[src/rtl/alu_pkg.sv]
// mc_alu shared types: op codes, FSM states, flag bundle.
package alu_pkg;

  typedef enum logic [3:0] {
    OP_PASSB = 4'b0000,
    OP_ADD   = 4'b0010,
    OP_SUB   = 4'b0011,
    OP_AND   = 4'b0100,
    OP_OR    = 4'b0101,
    OP_XOR   = 4'b0110,
    OP_MUL   = 4'b1000,
    OP_LSL   = 4'b1001,
    OP_LSR   = 4'b1010
  } alu_op_e;

  typedef enum logic {
    IDLE = 1'b0,
    MUL  = 1'b1
  } mc_alu_state_e;

  typedef struct packed {
    logic zero;
    logic negative;
    logic overflow;
    logic carry_out;
  } alu_flags_t;

endpackage

[src/rtl/alu_iter_mul.sv]
// Iterative shift-add unsigned multiplier, one multiplier bit per cycle.
// done pulses on the last iteration with product carrying that iteration's sum.
module alu_iter_mul #(
  parameter int WIDTH = 64
) (
  input  logic               clk,
  input  logic               reset_n,
  input  logic               start,
  input  logic               abort,
  input  logic [WIDTH-1:0]   a,
  input  logic [WIDTH-1:0]   b,
  output logic               done,
  output logic [2*WIDTH-1:0] product
);

  localparam int CW = $clog2(WIDTH) + 1;

  logic [CW-1:0]      cnt_q, cnt_d;
  logic [2*WIDTH-1:0] acc_q, acc_d;
  logic [2*WIDTH-1:0] mcand_q, mcand_d;
  logic [WIDTH-1:0]   mplier_q, mplier_d;
  logic [2*WIDTH-1:0] addend;
  logic [2*WIDTH-1:0] sum;

  always_comb begin
    addend   = mplier_q[0] ? mcand_q : '0;
    sum      = acc_q + addend;
    done     = (cnt_q == CW'(1));
    product  = sum;
    cnt_d    = cnt_q;
    acc_d    = acc_q;
    mcand_d  = mcand_q;
    mplier_d = mplier_q;
    if (abort) begin
      cnt_d = '0;
    end else if (start) begin
      cnt_d    = CW'(WIDTH);
      acc_d    = '0;
      mcand_d  = {{WIDTH{1'b0}}, a};
      mplier_d = b;
    end else if (cnt_q != '0) begin
      cnt_d    = cnt_q - CW'(1);
      acc_d    = sum;
      mcand_d  = mcand_q << 1;
      mplier_d = mplier_q >> 1;
    end
  end

  always_ff @(posedge clk or negedge reset_n) begin
    if (!reset_n) begin
      cnt_q    <= '0;
      acc_q    <= '0;
      mcand_q  <= '0;
      mplier_q <= '0;
    end else begin
      cnt_q    <= cnt_d;
      acc_q    <= acc_d;
      mcand_q  <= mcand_d;
      mplier_q <= mplier_d;
    end
  end

endmodule

[src/rtl/mc_alu.sv]
// Multi-cycle EX-stage ALU: single-cycle core plus iterative MUL,
// registered result/flags behind a valid/ready handshake.
module mc_alu
  import alu_pkg::*;
#(
  parameter int WIDTH = 64
) (
  input  logic             clk,
  input  logic             reset_n,
  input  logic             in_valid,
  output logic             in_ready,
  input  logic [3:0]       op,
  input  logic [WIDTH-1:0] a,
  input  logic [WIDTH-1:0] b,
  input  logic             flush,
  output logic             out_valid,
  input  logic             out_ready,
  output logic [WIDTH-1:0] result,
  output logic             zero,
  output logic             negative,
  output logic             overflow,
  output logic             carry_out
);

  localparam int SHW = $clog2(WIDTH);

  mc_alu_state_e    state_q, state_d;
  logic             out_valid_q, out_valid_d;
  logic [WIDTH-1:0] res_q, res_d;
  alu_flags_t       flags_q, flags_d;

  logic [WIDTH:0]     add_w, sub_w;
  logic [SHW-1:0]     shamt;
  logic [WIDTH-1:0]   core_res;
  alu_flags_t         core_flags;
  logic               accept;
  logic               mul_start;
  logic               mul_done;
  logic [2*WIDTH-1:0] mul_prod;

  always_comb begin
    add_w = {1'b0, a} + {1'b0, b};
    sub_w = {1'b0, a} + {1'b0, ~b} + {{WIDTH{1'b0}}, 1'b1};
    shamt = b[SHW-1:0];
    core_res   = '0;
    core_flags = '0;
    unique case (op)
      OP_PASSB: core_res = b;
      OP_ADD: begin
        core_res = add_w[WIDTH-1:0];
        core_flags.carry_out = add_w[WIDTH];
        // carry into MSB recovered from the MSB sum bit
        core_flags.overflow = a[WIDTH-1] ^ b[WIDTH-1]
                            ^ add_w[WIDTH-1] ^ add_w[WIDTH];
      end
      OP_SUB: begin
        core_res = sub_w[WIDTH-1:0];
        core_flags.carry_out = sub_w[WIDTH];
        core_flags.overflow = a[WIDTH-1] ^ ~b[WIDTH-1]
                            ^ sub_w[WIDTH-1] ^ sub_w[WIDTH];
      end
      OP_AND:  core_res = a & b;
      OP_OR:   core_res = a | b;
      OP_XOR:  core_res = a ^ b;
      OP_LSL:  core_res = a << shamt;
      OP_LSR:  core_res = a >> shamt;
      default: core_res = '0;
    endcase
    core_flags.zero     = (core_res == '0);
    core_flags.negative = core_res[WIDTH-1];
  end

  assign in_ready = (state_q == IDLE)
                 && (!out_valid_q || out_ready);
  assign accept   = in_valid && in_ready && !flush;
  assign mul_start = accept && (op == OP_MUL);

  alu_iter_mul #(.WIDTH(WIDTH)) u_mul (
    .clk     (clk),
    .reset_n (reset_n),
    .start   (mul_start),
    .abort   (flush),
    .a       (a),
    .b       (b),
    .done    (mul_done),
    .product (mul_prod)
  );

  always_comb begin
    state_d     = state_q;
    out_valid_d = out_valid_q && !out_ready;
    res_d       = res_q;
    flags_d     = flags_q;
    if (flush) begin
      state_d     = IDLE;
      out_valid_d = 1'b0;
    end else begin
      unique case (state_q)
        IDLE: begin
          if (mul_start) begin
            state_d = MUL;
          end else if (accept) begin
            res_d       = core_res;
            flags_d     = core_flags;
            out_valid_d = 1'b1;
          end
        end
        MUL: begin
          if (mul_done) begin
            res_d              = mul_prod[WIDTH-1:0];
            flags_d.zero       = (mul_prod[WIDTH-1:0] == '0);
            flags_d.negative   = mul_prod[WIDTH-1];
            flags_d.overflow   = 1'b0;
            flags_d.carry_out  = |mul_prod[2*WIDTH-1:WIDTH];
            out_valid_d        = 1'b1;
            state_d            = IDLE;
          end
        end
        default: state_d = IDLE;
      endcase
    end
  end

  always_ff @(posedge clk or negedge reset_n) begin
    if (!reset_n) begin
      state_q     <= IDLE;
      out_valid_q <= 1'b0;
      res_q       <= '0;
      flags_q     <= '0;
    end else begin
      state_q     <= state_d;
      out_valid_q <= out_valid_d;
      res_q       <= res_d;
      flags_q     <= flags_d;
    end
  end

  assign out_valid = out_valid_q;
  assign result    = res_q;
  assign zero      = flags_q.zero;
  assign negative  = flags_q.negative;
  assign overflow  = flags_q.overflow;
  assign carry_out = flags_q.carry_out;

endmodule

[config.mk]
export PLATFORM = sky130hd
export DESIGN_NAME = mc_alu
export DESIGN_NICKNAME = d
export VERILOG_FILES = /design/src/rtl/alu_pkg.sv /design/src/rtl/alu_iter_mul.sv /design/src/rtl/mc_alu.sv
export SDC_FILE = /design/constraint.sdc
export NUM_CORES = 2
export LEC_CHECK = 0
export ABC_AREA = 1
export ABC_CLOCK_PERIOD_IN_PS = 4650
export CAP_MARGIN = 5
export CORE_MARGIN = 2
export CORE_UTILIZATION = 35
export CTS_BUF_LIST = sky130_fd_sc_hd__clkbuf_4
export CTS_CLUSTER_DIAMETER = 60
export DETAILED_ROUTE_END_ITERATION = 6
export GPL_TIMING_DRIVEN = 0
export PLACE_DENSITY_LB_ADDON = 0.05
export SYNTH_ARGS = -nofsm -noshare
export SYNTH_HDL_FRONTEND = slang
export SYNTH_SLANG_ARGS = --single-unit
[constraint.sdc]
create_clock -name clk -period 4.65 [get_ports clk]
set_clock_uncertainty 0.1 [all_clocks]
set_input_delay 0.6975 -clock clk [delete_from_list [all_inputs] [get_ports clk]]
set_output_delay 0.6975 -clock clk [all_outputs]
set_load 0.005 [all_outputs]
======== After elaboration in Yosys (flattened, before gate mapping) ========
Cells that the tools add are included.
word-level totals
  flip-flop bits (word level) ............. 397
  input bits .............................. 137
  output and inout port bits .............. 70
cells by class
  add/subtract/negate cells ............... 5
  equality and inequality tests ........... 12
  shift operators ......................... 2
  multiplexer cells ....................... 29
  bitwise gates (word level) .............. 13
  reductions and logical operators ........ 18
operators with widths
  operator                                                                number
  128-bit 2-to-1 mux                                                      5
  64-bit case mux with 8 select lines                                     1
  64-bit 2-to-1 mux                                                       5
  64-bit by 64-bit adder with 65-bit output                               2
  128-bit adder                                                           1
  64-bit zero test                                                        2
  64-bit case mux with 2 select lines                                     1
  65-bit by 1-bit adder with 65-bit output (second input constant)        1
  64-bit AND                                                              1
  64-bit NOT                                                              1
  64-bit bitwise OR                                                       1
  64-bit OR reduction                                                     1
  64-bit by 6-bit left shift with 64-bit output                           1
  64-bit by 6-bit >> shifter with 64-bit output                           1
  64-bit XOR                                                              1
  7-bit 2-to-1 mux                                                        3
  4-bit by 3-bit equality test with 1-bit output (second input constant)  3
  4-bit equality test (second input constant)                             3
  4-bit 2-to-1 mux                                                        3
  4-bit by 2-bit equality test with 1-bit output (second input constant)  2
  4-bit case mux with 2 select lines                                      1
  7-bit by 1-bit equality test with 1-bit output (second input constant)  1
  1-bit 2-to-1 mux                                                        7
  7-bit nonzero test                                                      1
  other kinds (15)                                                        30

======== Depth between registers and ports, before layout ========
  depth after elaboration ................. 9
  gate-level depth with buffers ........... 29
  depth with buffers taken out ............ 27

======== Cells and area by module ========
A second synthesis with hierarchy kept.
unflattened totals
  cell total of the unflattened synthesis .. 10219
  area total of the unflattened synthesis .. 54826.3 µm²
modules (own cells, without submodules)
  module        times used  cells each  area an instance (µm²)  sequential area each (µm²)
  alu_iter_mul  1           4913        28622.5                 8182.8
  mc_alu        1           5306        26203.9                 1726.7

======== Worst setup path before layout ========
No wires, ideal clock.
  path type ............................... input port to flip-flop
  start point ............................. in b[4]
  end point ............................... reg flags_q, in the netlist zero
  library setup time ...................... 73 ps
  arrival ................................. 3510 ps
  setup slack ............................. 967 ps
  stages .................................. 25
  path buffers ............................ 4
  cells stage by stage .................... buf_2 -> inv_2 -> clkbuf_1 -> buf_1 -> ha_1 -> buf_2 -> nor2_1 -> nand3_1 -> nand3_1 -> nand2_1 -> nand2_1 -> nand2_1 -> nand2_1 -> nand2_1 -> nand3_1 -> nand2_1 -> nor2_1 -> nand2_1 -> nor2_1 -> nand2_1 -> nor2_1 -> nand3_1 -> nor2_1 -> nand2_1 -> a21oi_2
between the ends
  cells in the longest elaborated chain, start to end .. 8
  elaborated cells on any way between the ends .. 14
ends and longest elaborated chain
  element                                    line           text
  start, declared                            mc_alu.sv:14   input logic [WIDTH-1:0] b,
  64-bit NOT                                 mc_alu.sv:43   sub_w = {1'b0, a} + {1'b0, ~b} + {{WIDTH{1'b0}}, 1'b1};
  64-bit by 64-bit adder with 65-bit output  mc_alu.sv:43
  65-bit by 1-bit adder with 65-bit output   mc_alu.sv:43
  64-bit case mux with 8 select lines (*)    mc_alu.sv:47   unique case (op)
  64-bit zero test (*)                       mc_alu.sv:69   core_flags.zero = (core_res == '0);
  4-bit 2-to-1 mux (*)                       mc_alu.sv:102  end else if (accept) begin
  4-bit 2-to-1 mux (*)                       mc_alu.sv:100  if (mul_start) begin
  4-bit case mux with 2 select lines (*)     mc_alu.sv:98   unique case (state_q)
  end signal, assigned                       mc_alu.sv:134  flags_q <= flags_d;
  end, declared                              mc_alu.sv:30   alu_flags_t flags_q, flags_d;
Every way passes the cells marked *; elsewhere a longest branch is shown, timed or not. The select of a mux whose other input is x is not followed.
A chain may end at the register's enable or synchronous reset.

======== Worst setup path in the final report ========
  start point ............................. in op[1]
  end point ............................... reg flags_q, in the netlist zero
between the ends
  cells in the longest elaborated chain, start to end .. 6
  elaborated cells on any way between the ends .. 17
ends and longest elaborated chain
  element                                      line           text
  start, declared                              mc_alu.sv:12   input logic [3:0] op,
  4-bit equality test (tied with other cells)  mc_alu.sv:47
  64-bit case mux with 8 select lines          mc_alu.sv:47
  64-bit zero test                             mc_alu.sv:69
  4-bit 2-to-1 mux                             mc_alu.sv:102
  4-bit 2-to-1 mux                             mc_alu.sv:100
  4-bit case mux with 2 select lines           mc_alu.sv:98
Parallel ways exist; a longest one is shown, timed or not. The select of a mux whose other input is x is not followed.

==> Implementation_results.wiki <==
{| class="wikitable"
! Metric !! Value
|-
| Proportion of synthesized flip-flops having asynchronous set or reset || 100%
|-
| Place WS || -2.16 ns
|-
| Max-cap violations || 1
|-
| Total track usage || 49.1%
|-
| Slowest library cell on the worst path || sky130_fd_sc_hd__clkbuf_1
|-
| Max Slew Vio Count || 0
|-
| Worst hold slack || 0.222 ns
|-
| Category of the critical setup timing path || input port to flop
|-
| Iteration-0 DRC Markers || 11,425
|-
| Number of CTS-inserted buffers || 112
|-
| Most area-hungry cell type in the Yosys netlist || sky130_fd_sc_hd__nand2_1
|-
| Row count || 142
|-
| Mean cell area of the mapped netlist || 5.55 µm²
|-
| Cell Area, Synth || 52,900 µm²
|-
| Wire length of the first global-routing pass || 520,000 µm
|-
| Crit path capture type || flop
|-
| Top cell types by occurrence after synthesis || sky130_fd_sc_hd__nand2_1, sky130_fd_sc_hd__inv_1, sky130_fd_sc_hd__nand3_1, sky130_fd_sc_hd__nor2_1, sky130_fd_sc_hd__a21oi_1
|-
| Number of warnings issued by yosys || 0
|-
| Timing-limited maximum frequency || 0.206 GHz
|-
| Cell Chain, Critical Path || clkdlybuf4s50_1 -> inv_1 -> nor2_1 -> nand2_1 -> clkbuf_1 -> o22ai_1 -> a221oi_1 -> o211ai_1 -> nor2_1 -> nand3_1 -> nor2_1 -> nand3_1 -> nor2_1 -> nand2_1 -> a21oi_2
|-
| Final cycle utilization of the critical path || 104%
|-
| Share of the yosys chip area belonging to registers || 18.7%
|-
| Routed len/inst || 32.6 µm
|-
| Initial core utilization || 35.3%
|-
| Routability-driven placement congestion ratio || 1.17
|-
| Violated checks || DRC, capacitance limit, setup timing
|-
| Number of enable flip-flop cells after synthesis || 0
|-
| CTS Root Buffer Type || sky130_fd_sc_hd__clkbuf_4
|-
| #FFs+latches synth || 396
|-
| Worst slew margin relative to its limit || 1.05%
|-
| Vert. Die Dim || 393 µm
|-
| Dpl cell area || 57,600 µm²
|-
| Final worst setup slack || -0.209 ns
|-
| Total Die Area || 154,000 µm²
|-
| Final wirelength || 391,000 µm
|-
| Total area of multi-input combinational cells || 36,500 µm²
|-
| Top cell by count, worst path || sky130_fd_sc_hd__nor2_1
|-
| Maximum single-stage delay on the critical path || 0.91 ns
|-
| Horizontal die dimension || 393 µm
|-
| Number of antenna violations at the first check in global routing || 36
|-
| Proportion of netlist area held by the largest area contributor || 22.0%
|-
| Antenna Nets Post-Route || 0
|-
| TritonCTS clock tree || done
|-
| Grt ovf || 0
|-
| Final setup vio count || 3
|-
| Final count of hold timing violations || 0
|-
| I/O pin cnt || 207
|-
| Minimum period implied by the final worst setup slack || 4.86 ns
|-
| Layout Cell Area excl Fill || 60,300 µm²
|-
| Total power consumption of the routed design || 0.0376 W
|-
| First drt pass iteration count || 7
|-
| Number of nets produced by synthesis || 10,014
|-
| Via total after detailed routing || 72,032
|-
| CP Launch Type || input port
|-
| CP Max Fanout || 10
|-
| Power density normalized to cell area || 623 nW/µm²
|-
| Vias/cell || 6.00
|-
| End-of-flow core utilization || 40.2%
|-
| Area of all sequential standard cells || 9910 µm²
|-
| Number of remaining DRC errors || 1
|-
| Dominant synthesized flop cell || sky130_fd_sc_hd__dfrtp_1
|-
| Main area contributors after synthesis || sky130_fd_sc_hd__nand2_1, sky130_fd_sc_hd__dfrtp_1, sky130_fd_sc_hd__nand3_1
|-
| Clock insertion delay at the later pin of the skew report || 1.08 ns
|-
| Status || finished with violations
|-
| Sinks on Clock Net || 396
|-
| Worst vdd ir || 0.000705 V
|-
| Quantity of I/O buffers inserted on ports || 206
|-
| Number of buffers on the longest clock path || 3
|-
| Slew @ Worst Pin || 1.47 ns
|-
| Largest net degree at the start of global routing || 106
|-
| Leakage power figure || 32.4 nW
|-
| Area inside the core boundary || 150,000 µm²
|-
| CTS H-tree depth || 3
|-
| Number of fill cells || 17,339
|-
| Nets@finish || 10,347
|-
| Post-synthesis instance total || 9,535
|-
| Endpoint required time on the critical path || 5.49 ns
|-
| Clock input transition at the sequential cells of the worst setup and hold paths || 0.07 ns
|-
| Unrepaired setup endpoints after global routing || true
|-
| Signal arrival time at the worst endpoint || 5.69 ns
|-
| Dominant cell by count in the synthesized netlist || sky130_fd_sc_hd__nand2_1
|-
| Post-detail-place hpwl || 330,000 µm
|-
| Number of global-route vias before repair || 64,595
|-
| Synthesis-to-layout area growth || 14.0%
|-
| Class of the tightest hold or removal check || input port to flop
|-
| Fraction of final layout cells with drive strength greater than 1 || 6.44%
|-
| Synth unique cells || 50
|}
[final timing paths]
| kind | from | end | slack [ns] | cells after the start |
|---|---|---|---|---|
| max in group asynchronous | reset_n | u_mul.mplier_q[21] | 2.67 | 4 |
| worst min register to register | carry_out | carry_out | 0.38 | 2 |
| min in group asynchronous | reset_n | u_mul.mcand_q[63] | 0.23 | 2 |
| worst max register to register | u_mul.mplier_q[0] | carry_out | -0.10 | 22 |
| worst min-delay path | in_valid | out_valid | 0.22 | 3 |
| worst max-delay path | op[1] | zero | -0.21 | 15 |
[where the power goes]
group | leakage (nW) | switching [W] | internal [W]
combinational | 26.7 | 0.0214 | 0.00698
clock | 0.867 | 0.00177 | 0.00176
sequential | 4.81 | 0.000906 | 0.00478
total | 32.4 | 0.0241 | 0.0135
[sequential cells by signal (all words and copies together) (netlist names)]
register / cells
u_mul.mplier_q: 64
state_q: 1
u_mul.cnt_q: 7
result: 64
zero: 1
u_mul.acc_q: 128
overflow: 1
out_valid: 1
carry_out: 1
u_mul.mcand_q: 128
[critical path, delay by kind of cell]
kind | cells | cell delay (ns)
simple gates | 8 | 1.97
buf+inv | 3 | 1.56
compound gates | 4 | 1.44
[area by class of cell]
class / instances / share of cell area, %
flip-flops and latches: 396 / 16.4
repair buffers: 221 / 3.86
inverters: 1552 / 9.66
clock inverters: 29 / 0.303
multi-input cells: 7217 / 60.5
well taps: 2016 / 4.18
plain buffers: 368 / 2.87
diodes: 28 / 0.116
clock buffers: 169 / 2.10
[routing by layer]
| layer | routed length (µm) | track usage [%] | vias to the layer above |
|---|---|---|---|
| met3 | 67200 | 26.0 | 1003 |
| met1 | 160000 | 66.4 | 34367 |
| met2 | 137000 | 60.5 | 5405 |
| met4 | 25400 | 26.4 | 38 |
| li1 | - | - | 31219 |
| met5 | 1130 | 1.91 | - |
[cell families (layout without fill, tap and decap cells)]
group	Yosys count	count (layout)	synth area share, %
simple gates	5552	5552	43.9
other cells	0	28	0
buf+inv	1922	2339	14.2
mux	2	2	0.0379
xor+xnor	71	71	1.18
fa+ha+maj	342	342	8.13
flops	396	396	18.7
compound gates	1250	1250	13.8
[stage by stage]
stage	instances	TNS (ns)
after floorplan	9535	0
after global placement	11757	-6189.30
after detailed placement	11762	-212.47
after CTS	11961	0
after global routing	11973	-0.0918
final	11996	-0.368
[cell usage in the layout, fill, tap and decap left out, types with 95 or more instances in the layout]
master	synthesis	layout
sky130_fd_sc_hd__clkbuf_1	191	174
sky130_fd_sc_hd__a22o_1	95	95
sky130_fd_sc_hd__buf_2	116	114
sky130_fd_sc_hd__nand2_1	3095	3031
sky130_fd_sc_hd__a21oi_1	426	390
sky130_fd_sc_hd__o22ai_1	190	190
sky130_fd_sc_hd__nor2_1	981	935
sky130_fd_sc_hd__inv_1	1537	1536
sky130_fd_sc_hd__clkdlybuf4s50_1	0	173
sky130_fd_sc_hd__o21ai_0	355	343
sky130_fd_sc_hd__nand3_1	1179	1155
sky130_fd_sc_hd__dfrtp_1	396	396
sky130_fd_sc_hd__nand4_1	97	97
sky130_fd_sc_hd__clkbuf_4	0	172
sky130_fd_sc_hd__ha_1	339	334
[what timing repair did]
item / 4_1_cts / 5_1_grt
hold endpoints to repair: 103 / 0
setup endpoints to repair: 133 / 41
hold buffers: 1 / 0
resized for setup: 107 / 231
setup buffers: 2 / 7
pin swaps: 3 / 14
(Power assumes the default switching activity.)
